**config.mk**
```make
export PLATFORM = sky130hd
export DESIGN_NAME = sram_port_arbiter_flat
export DESIGN_NICKNAME = d
export VERILOG_FILES = /design/src/rtl/sram_port_arbiter_pkg.sv /design/src/rtl/sram_port_arbiter_if.sv /design/src/rtl/sram_port_arbiter_rd_tag_pipe.sv /design/src/rtl/sram_port_arbiter.sv /design/src/flat_wrapper.sv
export SDC_FILE = /design/constraint.sdc
export NUM_CORES = 1
export LEC_CHECK = 0
export BUFFER_PORTS_ARGS = -buffer_cell sky130_fd_sc_hd__clkbuf_2
export CELL_PAD_IN_SITES_DETAIL_PLACEMENT = 0
export CELL_PAD_IN_SITES_GLOBAL_PLACEMENT = 1
export CORE_AREA = 2 2 107 109
export CTS_BUF_LIST = sky130_fd_sc_hd__clkbuf_4
export DETAILED_ROUTE_END_ITERATION = 7
export DIE_AREA = 0 0 109 111
export PLACE_DENSITY = 0.92
export SKIP_LAST_GASP = 1
export SLEW_MARGIN = 20
export SYNTH_ARGS = -nofsm -noshare
export SYNTH_HDL_FRONTEND = slang
export SYNTH_HIERARCHICAL = 1
export SYNTH_SLANG_ARGS = --single-unit
export TNS_END_PERCENT = 10
```
**constraint.sdc**
```tcl
create_clock -name clk -period 2.65 [get_ports clk]
set_input_delay 0.265 -clock clk [delete_from_list [all_inputs] [get_ports clk]]
set_output_delay 0.265 -clock clk [all_outputs]
set_load 0.02 [all_outputs]
```
**src/rtl/sram_port_arbiter_pkg.sv**
```systemverilog
// Shared types and defaults for the accelerator SRAM port arbiter.
// Owner tags identify who receives read data coming back from the SRAM.
package sram_port_arbiter_pkg;

    localparam int AW_DEF     = 13;
    localparam int DW_DEF     = 32;
    localparam int RD_LAT_DEF = 1;
    localparam logic [7:0] STARVE_MAX_DEF = 8'd255;

    // Bit positions of the sticky flags inside STAT_REG_RD
    localparam int STAT_STARVE_BIT = 0;
    localparam int STAT_COLL_BIT   = 1;

    typedef enum logic [1:0] {
        OWN_NONE = 2'd0,
        OWN_HOST = 2'd1,
        OWN_ENG  = 2'd2
    } own_t;

    function automatic own_t rd_owner(input logic host_rd_exec, input logic eng_rd_gnt);
        own_t o;
        o = OWN_NONE;
        if (host_rd_exec) begin
            o = OWN_HOST;
        end else if (eng_rd_gnt) begin
            o = OWN_ENG;
        end
        return o;
    endfunction

endpackage

```
**src/rtl/sram_port_arbiter_if.sv**
```systemverilog
// Host, engine and SRAM-side signals of the arbiter; slave = arbiter view.
// Host strobes have no backpressure; the engine holds eng_req until eng_gnt.
interface sram_port_arbiter_if #(
    parameter int AW = sram_port_arbiter_pkg::AW_DEF,
    parameter int DW = sram_port_arbiter_pkg::DW_DEF
);
    logic          host_wr_en;
    logic [AW-1:0] host_wr_addr;
    logic [DW-1:0] host_wr_data;
    logic          host_rd_en;
    logic [AW-1:0] host_rd_addr;
    logic [DW-1:0] host_rd_data;

    logic          eng_req;
    logic          eng_we;
    logic [AW-1:0] eng_addr;
    logic [DW-1:0] eng_wdata;
    logic          eng_gnt;
    logic          eng_rvalid;
    logic [DW-1:0] eng_rdata;

    logic          mem_en;
    logic          mem_we;
    logic [AW-1:0] mem_addr;
    logic [DW-1:0] mem_wdata;
    logic [DW-1:0] mem_rdata;

    modport slave (
        input  host_wr_en, host_wr_addr, host_wr_data,
        input  host_rd_en, host_rd_addr,
        output host_rd_data,
        input  eng_req, eng_we, eng_addr, eng_wdata,
        output eng_gnt, eng_rvalid, eng_rdata,
        output mem_en, mem_we, mem_addr, mem_wdata,
        input  mem_rdata
    );

    modport master (
        output host_wr_en, host_wr_addr, host_wr_data,
        output host_rd_en, host_rd_addr,
        input  host_rd_data,
        output eng_req, eng_we, eng_addr, eng_wdata,
        input  eng_gnt, eng_rvalid, eng_rdata,
        input  mem_en, mem_we, mem_addr, mem_wdata,
        output mem_rdata
    );

endinterface

```
**src/rtl/sram_port_arbiter_rd_tag_pipe.sv**
```systemverilog
// RD_LAT-deep shift register of read owner tags; head lines up with mem_rdata.
// One push per cycle, no backpressure; reset discards every in-flight tag.
module sram_port_arbiter_rd_tag_pipe
    import sram_port_arbiter_pkg::*;
#(
    parameter int RD_LAT = RD_LAT_DEF
) (
    input  logic clk,
    input  logic rst_n,
    input  own_t push_i,
    output own_t head_o,
    output logic eng_busy_o
);

    own_t stage_q [RD_LAT];
    own_t stage_d [RD_LAT];

    always_comb begin
        stage_d[0] = push_i;
        for (int i = 1; i < RD_LAT; i++) begin
            stage_d[i] = stage_q[i-1];
        end
    end

    always_ff @(posedge clk or negedge rst_n) begin
        if (!rst_n) begin
            for (int i = 0; i < RD_LAT; i++) begin
                stage_q[i] <= OWN_NONE;
            end
        end else begin
            stage_q <= stage_d;
        end
    end

    assign head_o = stage_q[RD_LAT-1];

    always_comb begin
        eng_busy_o = 1'b0;
        for (int i = 0; i < RD_LAT; i++) begin
            if (stage_q[i] == OWN_ENG) begin
                eng_busy_o = 1'b1;
            end
        end
    end

endmodule

```
**src/rtl/sram_port_arbiter.sv**
```systemverilog
// Shares one single-port SRAM between the host path (always wins) and the engine.
// Grant is zero-latency combinational; read data returns RD_LAT cycles later.
module sram_port_arbiter
    import sram_port_arbiter_pkg::*;
#(
    parameter int         AW         = AW_DEF,
    parameter int         DW         = DW_DEF,
    parameter int         RD_LAT     = RD_LAT_DEF,
    parameter logic [7:0] STARVE_MAX = STARVE_MAX_DEF
) (
    input  logic                clk,
    input  logic                rst_n,
    sram_port_arbiter_if.slave  bus,
    input  logic                stat_clr,
    output logic                starve_flag,
    output logic                coll_flag,
    output logic [15:0]         conflict_cnt,
    output logic                eng_busy
);

    logic          host_act;
    logic          host_rd_exec;
    logic          eng_gnt_c;
    logic          eng_rd_gnt;
    logic          deny;
    logic [AW-1:0] mem_addr_c;
    logic [DW-1:0] mem_wdata_c;
    own_t          push_tag;
    own_t          head_tag;

    logic [7:0]    starve_cnt_q, starve_cnt_d;
    logic          starve_flag_q, starve_flag_d;
    logic          coll_flag_q, coll_flag_d;
    logic [15:0]   conflict_cnt_q, conflict_cnt_d;

    // A read colliding with a write is dropped, so it never earns a HOST tag
    assign host_act     = bus.host_wr_en | bus.host_rd_en;
    assign host_rd_exec = bus.host_rd_en & ~bus.host_wr_en;
    assign eng_gnt_c    = bus.eng_req & ~host_act;
    assign eng_rd_gnt   = eng_gnt_c & ~bus.eng_we;
    assign deny         = bus.eng_req & host_act;

    always_comb begin
        mem_addr_c  = '0;
        mem_wdata_c = '0;
        if (bus.host_wr_en) begin
            mem_addr_c  = bus.host_wr_addr;
            mem_wdata_c = bus.host_wr_data;
        end else if (bus.host_rd_en) begin
            mem_addr_c  = bus.host_rd_addr;
        end else if (eng_gnt_c) begin
            mem_addr_c  = bus.eng_addr;
            mem_wdata_c = bus.eng_wdata;
        end
    end

    assign bus.eng_gnt   = eng_gnt_c;
    assign bus.mem_en    = host_act | eng_gnt_c;
    assign bus.mem_we    = bus.host_wr_en | (eng_gnt_c & bus.eng_we);
    assign bus.mem_addr  = mem_addr_c;
    assign bus.mem_wdata = mem_wdata_c;

    assign push_tag = rd_owner(host_rd_exec, eng_rd_gnt);

    sram_port_arbiter_rd_tag_pipe #(
        .RD_LAT (RD_LAT)
    ) u_rd_tag_pipe (
        .clk        (clk),
        .rst_n      (rst_n),
        .push_i     (push_tag),
        .head_o     (head_tag),
        .eng_busy_o (eng_busy)
    );

    assign bus.host_rd_data = (head_tag == OWN_HOST) ? bus.mem_rdata : '0;
    assign bus.eng_rvalid   = (head_tag == OWN_ENG);
    assign bus.eng_rdata    = (head_tag == OWN_ENG) ? bus.mem_rdata : '0;

    // stat_clr overrides every increment and flag set in the same cycle
    always_comb begin
        starve_cnt_d   = starve_cnt_q;
        starve_flag_d  = starve_flag_q;
        coll_flag_d    = coll_flag_q;
        conflict_cnt_d = conflict_cnt_q;
        if (stat_clr) begin
            starve_cnt_d   = '0;
            starve_flag_d  = 1'b0;
            coll_flag_d    = 1'b0;
            conflict_cnt_d = '0;
        end else begin
            if (deny) begin
                starve_cnt_d   = (starve_cnt_q == 8'hFF) ? starve_cnt_q : starve_cnt_q + 8'd1;
                conflict_cnt_d = conflict_cnt_q + 16'd1;
                if (starve_cnt_d >= STARVE_MAX) begin
                    starve_flag_d = 1'b1;
                end
            end else begin
                starve_cnt_d = '0;
            end
            if (bus.host_wr_en & bus.host_rd_en) begin
                coll_flag_d = 1'b1;
            end
        end
    end

    always_ff @(posedge clk or negedge rst_n) begin
        if (!rst_n) begin
            starve_cnt_q   <= '0;
            starve_flag_q  <= 1'b0;
            coll_flag_q    <= 1'b0;
            conflict_cnt_q <= '0;
        end else begin
            starve_cnt_q   <= starve_cnt_d;
            starve_flag_q  <= starve_flag_d;
            coll_flag_q    <= coll_flag_d;
            conflict_cnt_q <= conflict_cnt_d;
        end
    end

    assign starve_flag  = starve_flag_q;
    assign coll_flag    = coll_flag_q;
    assign conflict_cnt = conflict_cnt_q;

endmodule

```
**src/flat_wrapper.sv**
```systemverilog
// flat-port wrapper written by rule: the top's interface ports become plain ports
module sram_port_arbiter_flat import sram_port_arbiter_pkg::*;
#(
    parameter int         AW         = AW_DEF,
    parameter int         DW         = DW_DEF,
    parameter int         RD_LAT     = RD_LAT_DEF,
    parameter logic [7:0] STARVE_MAX = STARVE_MAX_DEF
)
  (clk, rst_n, stat_clr, starve_flag, coll_flag, conflict_cnt, eng_busy, bus_host_wr_en, bus_host_wr_addr, bus_host_wr_data, bus_host_rd_en, bus_host_rd_addr, bus_host_rd_data, bus_eng_req, bus_eng_we, bus_eng_addr, bus_eng_wdata, bus_eng_gnt, bus_eng_rvalid, bus_eng_rdata, bus_mem_en, bus_mem_we, bus_mem_addr, bus_mem_wdata, bus_mem_rdata);
  sram_port_arbiter_if #(.AW(AW), .DW(DW)) bus_i ();
  input  logic clk;
  input  logic rst_n;
  input  logic stat_clr;
  output logic starve_flag;
  output logic coll_flag;
  output logic [15:0] conflict_cnt;
  output logic eng_busy;
  input wire logic [$bits(bus_i.host_wr_en)-1:0] bus_host_wr_en;
  input wire logic [$bits(bus_i.host_wr_addr)-1:0] bus_host_wr_addr;
  input wire logic [$bits(bus_i.host_wr_data)-1:0] bus_host_wr_data;
  input wire logic [$bits(bus_i.host_rd_en)-1:0] bus_host_rd_en;
  input wire logic [$bits(bus_i.host_rd_addr)-1:0] bus_host_rd_addr;
  output wire logic [$bits(bus_i.host_rd_data)-1:0] bus_host_rd_data;
  input wire logic [$bits(bus_i.eng_req)-1:0] bus_eng_req;
  input wire logic [$bits(bus_i.eng_we)-1:0] bus_eng_we;
  input wire logic [$bits(bus_i.eng_addr)-1:0] bus_eng_addr;
  input wire logic [$bits(bus_i.eng_wdata)-1:0] bus_eng_wdata;
  output wire logic [$bits(bus_i.eng_gnt)-1:0] bus_eng_gnt;
  output wire logic [$bits(bus_i.eng_rvalid)-1:0] bus_eng_rvalid;
  output wire logic [$bits(bus_i.eng_rdata)-1:0] bus_eng_rdata;
  output wire logic [$bits(bus_i.mem_en)-1:0] bus_mem_en;
  output wire logic [$bits(bus_i.mem_we)-1:0] bus_mem_we;
  output wire logic [$bits(bus_i.mem_addr)-1:0] bus_mem_addr;
  output wire logic [$bits(bus_i.mem_wdata)-1:0] bus_mem_wdata;
  input wire logic [$bits(bus_i.mem_rdata)-1:0] bus_mem_rdata;
  assign bus_i.host_wr_en = bus_host_wr_en;
  assign bus_i.host_wr_addr = bus_host_wr_addr;
  assign bus_i.host_wr_data = bus_host_wr_data;
  assign bus_i.host_rd_en = bus_host_rd_en;
  assign bus_i.host_rd_addr = bus_host_rd_addr;
  assign bus_host_rd_data = bus_i.host_rd_data;
  assign bus_i.eng_req = bus_eng_req;
  assign bus_i.eng_we = bus_eng_we;
  assign bus_i.eng_addr = bus_eng_addr;
  assign bus_i.eng_wdata = bus_eng_wdata;
  assign bus_eng_gnt = bus_i.eng_gnt;
  assign bus_eng_rvalid = bus_i.eng_rvalid;
  assign bus_eng_rdata = bus_i.eng_rdata;
  assign bus_mem_en = bus_i.mem_en;
  assign bus_mem_we = bus_i.mem_we;
  assign bus_mem_addr = bus_i.mem_addr;
  assign bus_mem_wdata = bus_i.mem_wdata;
  assign bus_i.mem_rdata = bus_mem_rdata;
  sram_port_arbiter #(.AW(AW), .DW(DW), .RD_LAT(RD_LAT), .STARVE_MAX(STARVE_MAX)) u_core (.clk(clk), .rst_n(rst_n), .bus(bus_i), .stat_clr(stat_clr), .starve_flag(starve_flag), .coll_flag(coll_flag), .conflict_cnt(conflict_cnt), .eng_busy(eng_busy));
endmodule
```
== Yosys cells after proc, flatten, opt, wreduce, memory -nomap -nowiden ==
Cells that the tools add are included.

* Bitwise logic cells: 12
* Add/subtract/negate cells: 2
* Equality and inequality tests: 3
* Magnitude comparators: 1
* Muxes and demuxes: 21
* Reduce and logical (&&, ||, !) cells: 4

{| class="wikitable"
|+ Operators by type and width
! cell !! number
|-
| two-way mux 32 bit || 5
|-
| two-way mux 13 bit || 3
|-
| two-way mux 16 bit || 2
|-
| two-way mux 8 bit || 3
|-
| adder 16 x 1 -> 16 bit, second input constant || 1
|-
| adder 8 x 1 -> 8 bit, second input constant || 1
|-
| == test 8 bit, second input constant || 1
|-
| >= comparator 8 bit, second input constant || 1
|-
| AND 1 bit || 6
|-
| two-way mux 1 bit || 6
|-
| nonzero test 2 bit || 3
|-
| two-way mux 2 bit || 2
|-
| NOT 1 bit || 3
|-
| OR 1 bit || 3
|-
| == test 2 x 1 -> 1 bit, second input constant || 1
|-
| == test 2 bit, second input constant || 1
|-
| AND reduction 2 bit || 1
|}

* Output and inout bits: 132
* Register bits: 28
* Bits of input ports: 142

== Logic depth before layout (Yosys ltp) ==
* Word-level depth: 6
* Depth in mapped cells: 7
* Mapped depth without buffers: 6

== Modules after synthesis ==
Netlist, hierarchy kept.

{| class="wikitable"
|+ Modules (own cells, without submodules)
! module !! area each (um^2) !! instances !! cells an instance
|-
| sram_port_arbiter || 2349.8 || 1 || 293
|-
| sram_port_arbiter_rd_tag_pipe || 63.8 || 1 || 3
|}

== Worst setup path after synthesis ==
No wires, ideal clock.

* Path kind: input -> output
* From: input port bus_host_rd_en
* To: output port bus_mem_addr[10]
* Slack: 1.033 ns
* Data required time: 2.385 ns
* Arrival time: 1.352 ns
* Cell stages on the path: 5
* Cell sequence: buf_2 nor2b_1 buf_2 a22oi_1 o21ai_0

* Longest elaborated chain between the ends: 6

{| class="wikitable"
|+ Ends and longest elaborated chain
! item !! line !! source
|-
| from (decl) || flat_wrapper.sv:21 || <nowiki>input wire logic [$bits(bus_i.host_rd_en)-1:0] bus_host_rd_en;</nowiki>
|-
| OR 1 bit || sram_port_arbiter.sv:37 || <nowiki>assign host_act = bus.host_wr_en | bus.host_rd_en;</nowiki>
|-
| NOT 1 bit || sram_port_arbiter.sv:39 || <nowiki>assign eng_gnt_c = bus.eng_req & ~host_act;</nowiki>
|-
| AND 1 bit || sram_port_arbiter.sv:39 ||
|-
| two-way mux 13 bit || sram_port_arbiter.sv:51 || <nowiki>end else if (eng_gnt_c) begin</nowiki>
|-
| two-way mux 13 bit * || sram_port_arbiter.sv:49 || <nowiki>end else if (bus.host_rd_en) begin</nowiki>
|-
| two-way mux 13 bit * || sram_port_arbiter.sv:46 || <nowiki>if (bus.host_wr_en) begin</nowiki>
|-
| to (decl) || flat_wrapper.sv:33 || <nowiki>output wire logic [$bits(bus_i.mem_addr)-1:0] bus_mem_addr;</nowiki>
|}

Every way passes the cells marked *; elsewhere a longest branch is shown, timed or not.

== Worst setup path after layout ==
* From: input port bus_host_rd_en
* To: output port bus_mem_addr[1]

The elaborated chain is that of the path after synthesis.

==> run_results.csv <==
group,metric,value,unit
run_status,status,"finished, final reports clean",
global_route,grt_pass1_wl,14200,microns
critical_path,slowest_stage,"o21ai_0",
critical_path,critPathLaunchType,"input pin",
synth,synth.top_cell.area_share,29.0,%
floorplan,core,11100,sq um
synth,async_flop_share,100,%
cts,tritoncts,"built",
pwr,leakagePower,2.27,nW
critical_path,crit_top_cell,"clkbuf_2",
hold_path,hold_class,"in -> reg",
routing,dr.pass1.iters,4,
synth,synth-seq-cells,28,
hold_path,whs_endpoint,"u_core/u_rd_tag_pipe/head_o[1]",
synth,syn_inst,296,
global_route,grt_max_degree,45,
timing,post-route-min-period,1.94,ns
timing,hold_violations,0,
global_route,grt_pass1_vias,2992,
cts,post_cts_buffers,0,
critical_path,rrSetupSlack,0.88,ns
critical_path,cp_max_fo,20,
synth,synth_flop_cell,"dfrtp_1",
final_layout,drive_above_1_share,52.1,%
critical_path,path_cells,"clkbuf_2 > nor2b_1 > buf_4 > a22oi_1 > o21ai_0 > clkbuf_2",
global_route,top_usage_layer,"met2",
routing,drtAntennaViolNets,0,
global_route,globalRouteOverflowTotal,0,
hold_path,hp-start,"bus_eng_we",
placed_design,dp_hpwl,8030,microns
timing,drv_slew,0,
synth,syn_nets,440,
cts,clk_pin_slew,0.16,ns
synth,ys_seq_area_share,29.0,%
cts,h-tree-depth,1,
final_layout,area_delta_synth_final,63.5,%
synth,yosys.area.top_type,"dfrtp_1",
placed_design,io_buffers,273,
floorplan,die_h,111,microns
timing,finClkSkew,0.00174,ns
timing,setup_viol,0,
timing,fin_crit_sh,73.2,%
routing,drt_iter0_drc,172,
global_route,grtUsageTotal,14.6,%
routing,wl,9470,microns
floorplan,io_pins,274,
global_route,met1_usage,16.9,%
synth,syn_area,2410,sq um
timing,fin_tns_setup,0,ns
critical_path,critPathArrivalTime,1.67,ns
synth,yosysWarningCount,6,
routing,vias,3202,
synth,synthTopCellsByArea,"dfrtp_1 (29%), and2_1 (17%), a22o_1 (12%)",
final_layout,fillers,1144,
pwr,vdd_drop_max,0.000155,V
final_layout,num-nets-final,698,
timing,max_freq,0.516,GHz
critical_path,r2r-end,"u_core/starve_flag",
floorplan,dieArea,12100,sq um
timing,rsz0062_at_grt,"no",
final_layout,n_antenna_cell,0,
cts,cts_resized,0,
hold_path,hold_path_depth,2,
critical_path,cp.required,2.38,ns
flow_run,cap_violations,0,
cts,cts_buffers,3,
cts,hold_buffers,1,
timing,relSlewSlack,51.7,%
critical_path,crit_type,"in -> out",
global_route,antenna_found_initial,0,
critical_path,cpPeakStageDelay,0.38,ns
cts,cts_buffer_depth,2,
synth,synth_edf_count,0,
floorplan,die_x,109,microns
cts,cts.sinks,28,
floorplan,rows,39,
final_layout,fin_util,35.6,%
timing,worst_pin_slew,0.725,ns
synth,synth_cell_types,38,
global_route,grt_use_met3,2.35,%
synth,synth.avg_cell_area,8.15,sq um
cts,worstSkewPairLatency,0.34,ns
critical_path,crit_path_end_kind,"primary output",
routing,vias_per_cell,4.60,
cts,root_buffer,"clkbuf_4",
routing,wl_per_cell,13.6,microns
pwr,power.total,1.19,mW
global_route,grt.met2_usage,27.5,%
timing,whs,0.0864,ns
floorplan,start_util,21.8,%
routing,remaining_drc_errors,0,
critical_path,rr_startpoint,"u_core/starve_cnt_q[0]",
pwr,power_density,301,nW/um^2
placed_design,globalplace.congestion,0.933,
critical_path,rr_worst_depth,6,
cells in the final DEF (no fill, tap or decap), drive strengths merged, types with 5 or more instances in the layout:
cell / count
a21oi: 5
a22o: 32
a22oi: 12
and2: 66
and3: 5
buf: 5
clkbuf: 276
dfrtp: 28
nand2: 20
nand3: 9
nand4: 6
nor2: 23
nor2b: 8
o21ai: 16
xor2: 14
worst max path at each step:
stage	startpoint	endpoint	slack, ns	depth (start not counted)
floorplan	bus_host_rd_en	bus_mem_addr[10]	1.03	5
global placement	bus_host_rd_en	bus_mem_addr[1]	0.85	6
detailed placement	bus_host_rd_en	bus_mem_addr[1]	0.80	6
CTS	bus_host_rd_en	bus_mem_addr[1]	0.80	6
global route	u_core/u_rd_tag_pipe/head_o[0]	bus_host_rd_data[0]	0.68	4
finish	bus_host_rd_en	bus_mem_addr[1]	0.71	6
power by group:
group          internal [mW]  switching [mW]
Clock                  0.153           0.135
Combinational          0.194           0.264
Sequential             0.434         0.00709
sequential cells by signal, indices dropped and copies added, names as in the netlist:
| register | cells |
|---|---|
| u_core/conflict_cnt | 16 |
| u_core/starve_cnt_q | 8 |
| u_core/u_rd_tag_pipe/head_o | 2 |
| u_core/coll_flag | 1 |
| u_core/starve_flag | 1 |
kinds of logic (layout without fill, tap and decap cells):
family	after synthesis	count (layout)	share of synthesized area [%]
fa+ha+maj	2	2	1.04
buf+inv	27	284	5.08
flops	28	28	29.0
compound gates	72	72	22.2
simple gates	147	147	35.3
mux	2	2	0.829
xor+xnor	18	18	6.53
critical path: cells and delay by family:
family	cells	cell delay, ns
buffers and inverters	3	0.75
AO/OA/AOI/OAI	2	0.46
AND/OR/NAND/NOR	1	0.20
stage by stage:
step                cell area [sq um]  setup slack (ns)  instances
global placement                 3880             0.849        691
CTS                              3950             0.802        696
floorplan                        2410              1.03        296
global route                     3950             0.685        696
finish                           3950             0.710        696
detailed placement               3880             0.800        691
per-layer routing:
layer | vias to the layer above | wire length [microns]
met4 | 0 | 93
li1 | 1546 | -
met2 | 177 | 4830
met1 | 1470 | 3720
met5 | - | 0
met3 | 9 | 822
final cells by class:
type | instances | area [sq um] | share of cell area, %
clock buffers | 3 | 22.5 | 0.571
clock inverters | 1 | 30.0 | 0.761
inverters | 1 | 3.75 | 0.0951
multi-input cells | 241 | 1600 | 40.5
flip-flops and latches | 28 | 701 | 17.8
well taps | 143 | 179 | 4.53
repair buffers | 279 | 1410 | 35.8
synth_stat cells (2+ instances only):
master,number
xor2_1,14
nor2b_1,7
nand4_1,5
o21ai_0,16
and2_1,66
nand3_1,9
buf_2,8
dfrtp_1,28
ha_1,2
a21oi_1,5
clkbuf_1,15
nor2_1,23
mux2i_1,2
xnor2_1,4
a22o_1,32
and3_1,4
nand2_1,20
nand2b_1,2
and4_1,4
a22oi_1,12
No activity file was read; power rests on OpenSTA's default activity.
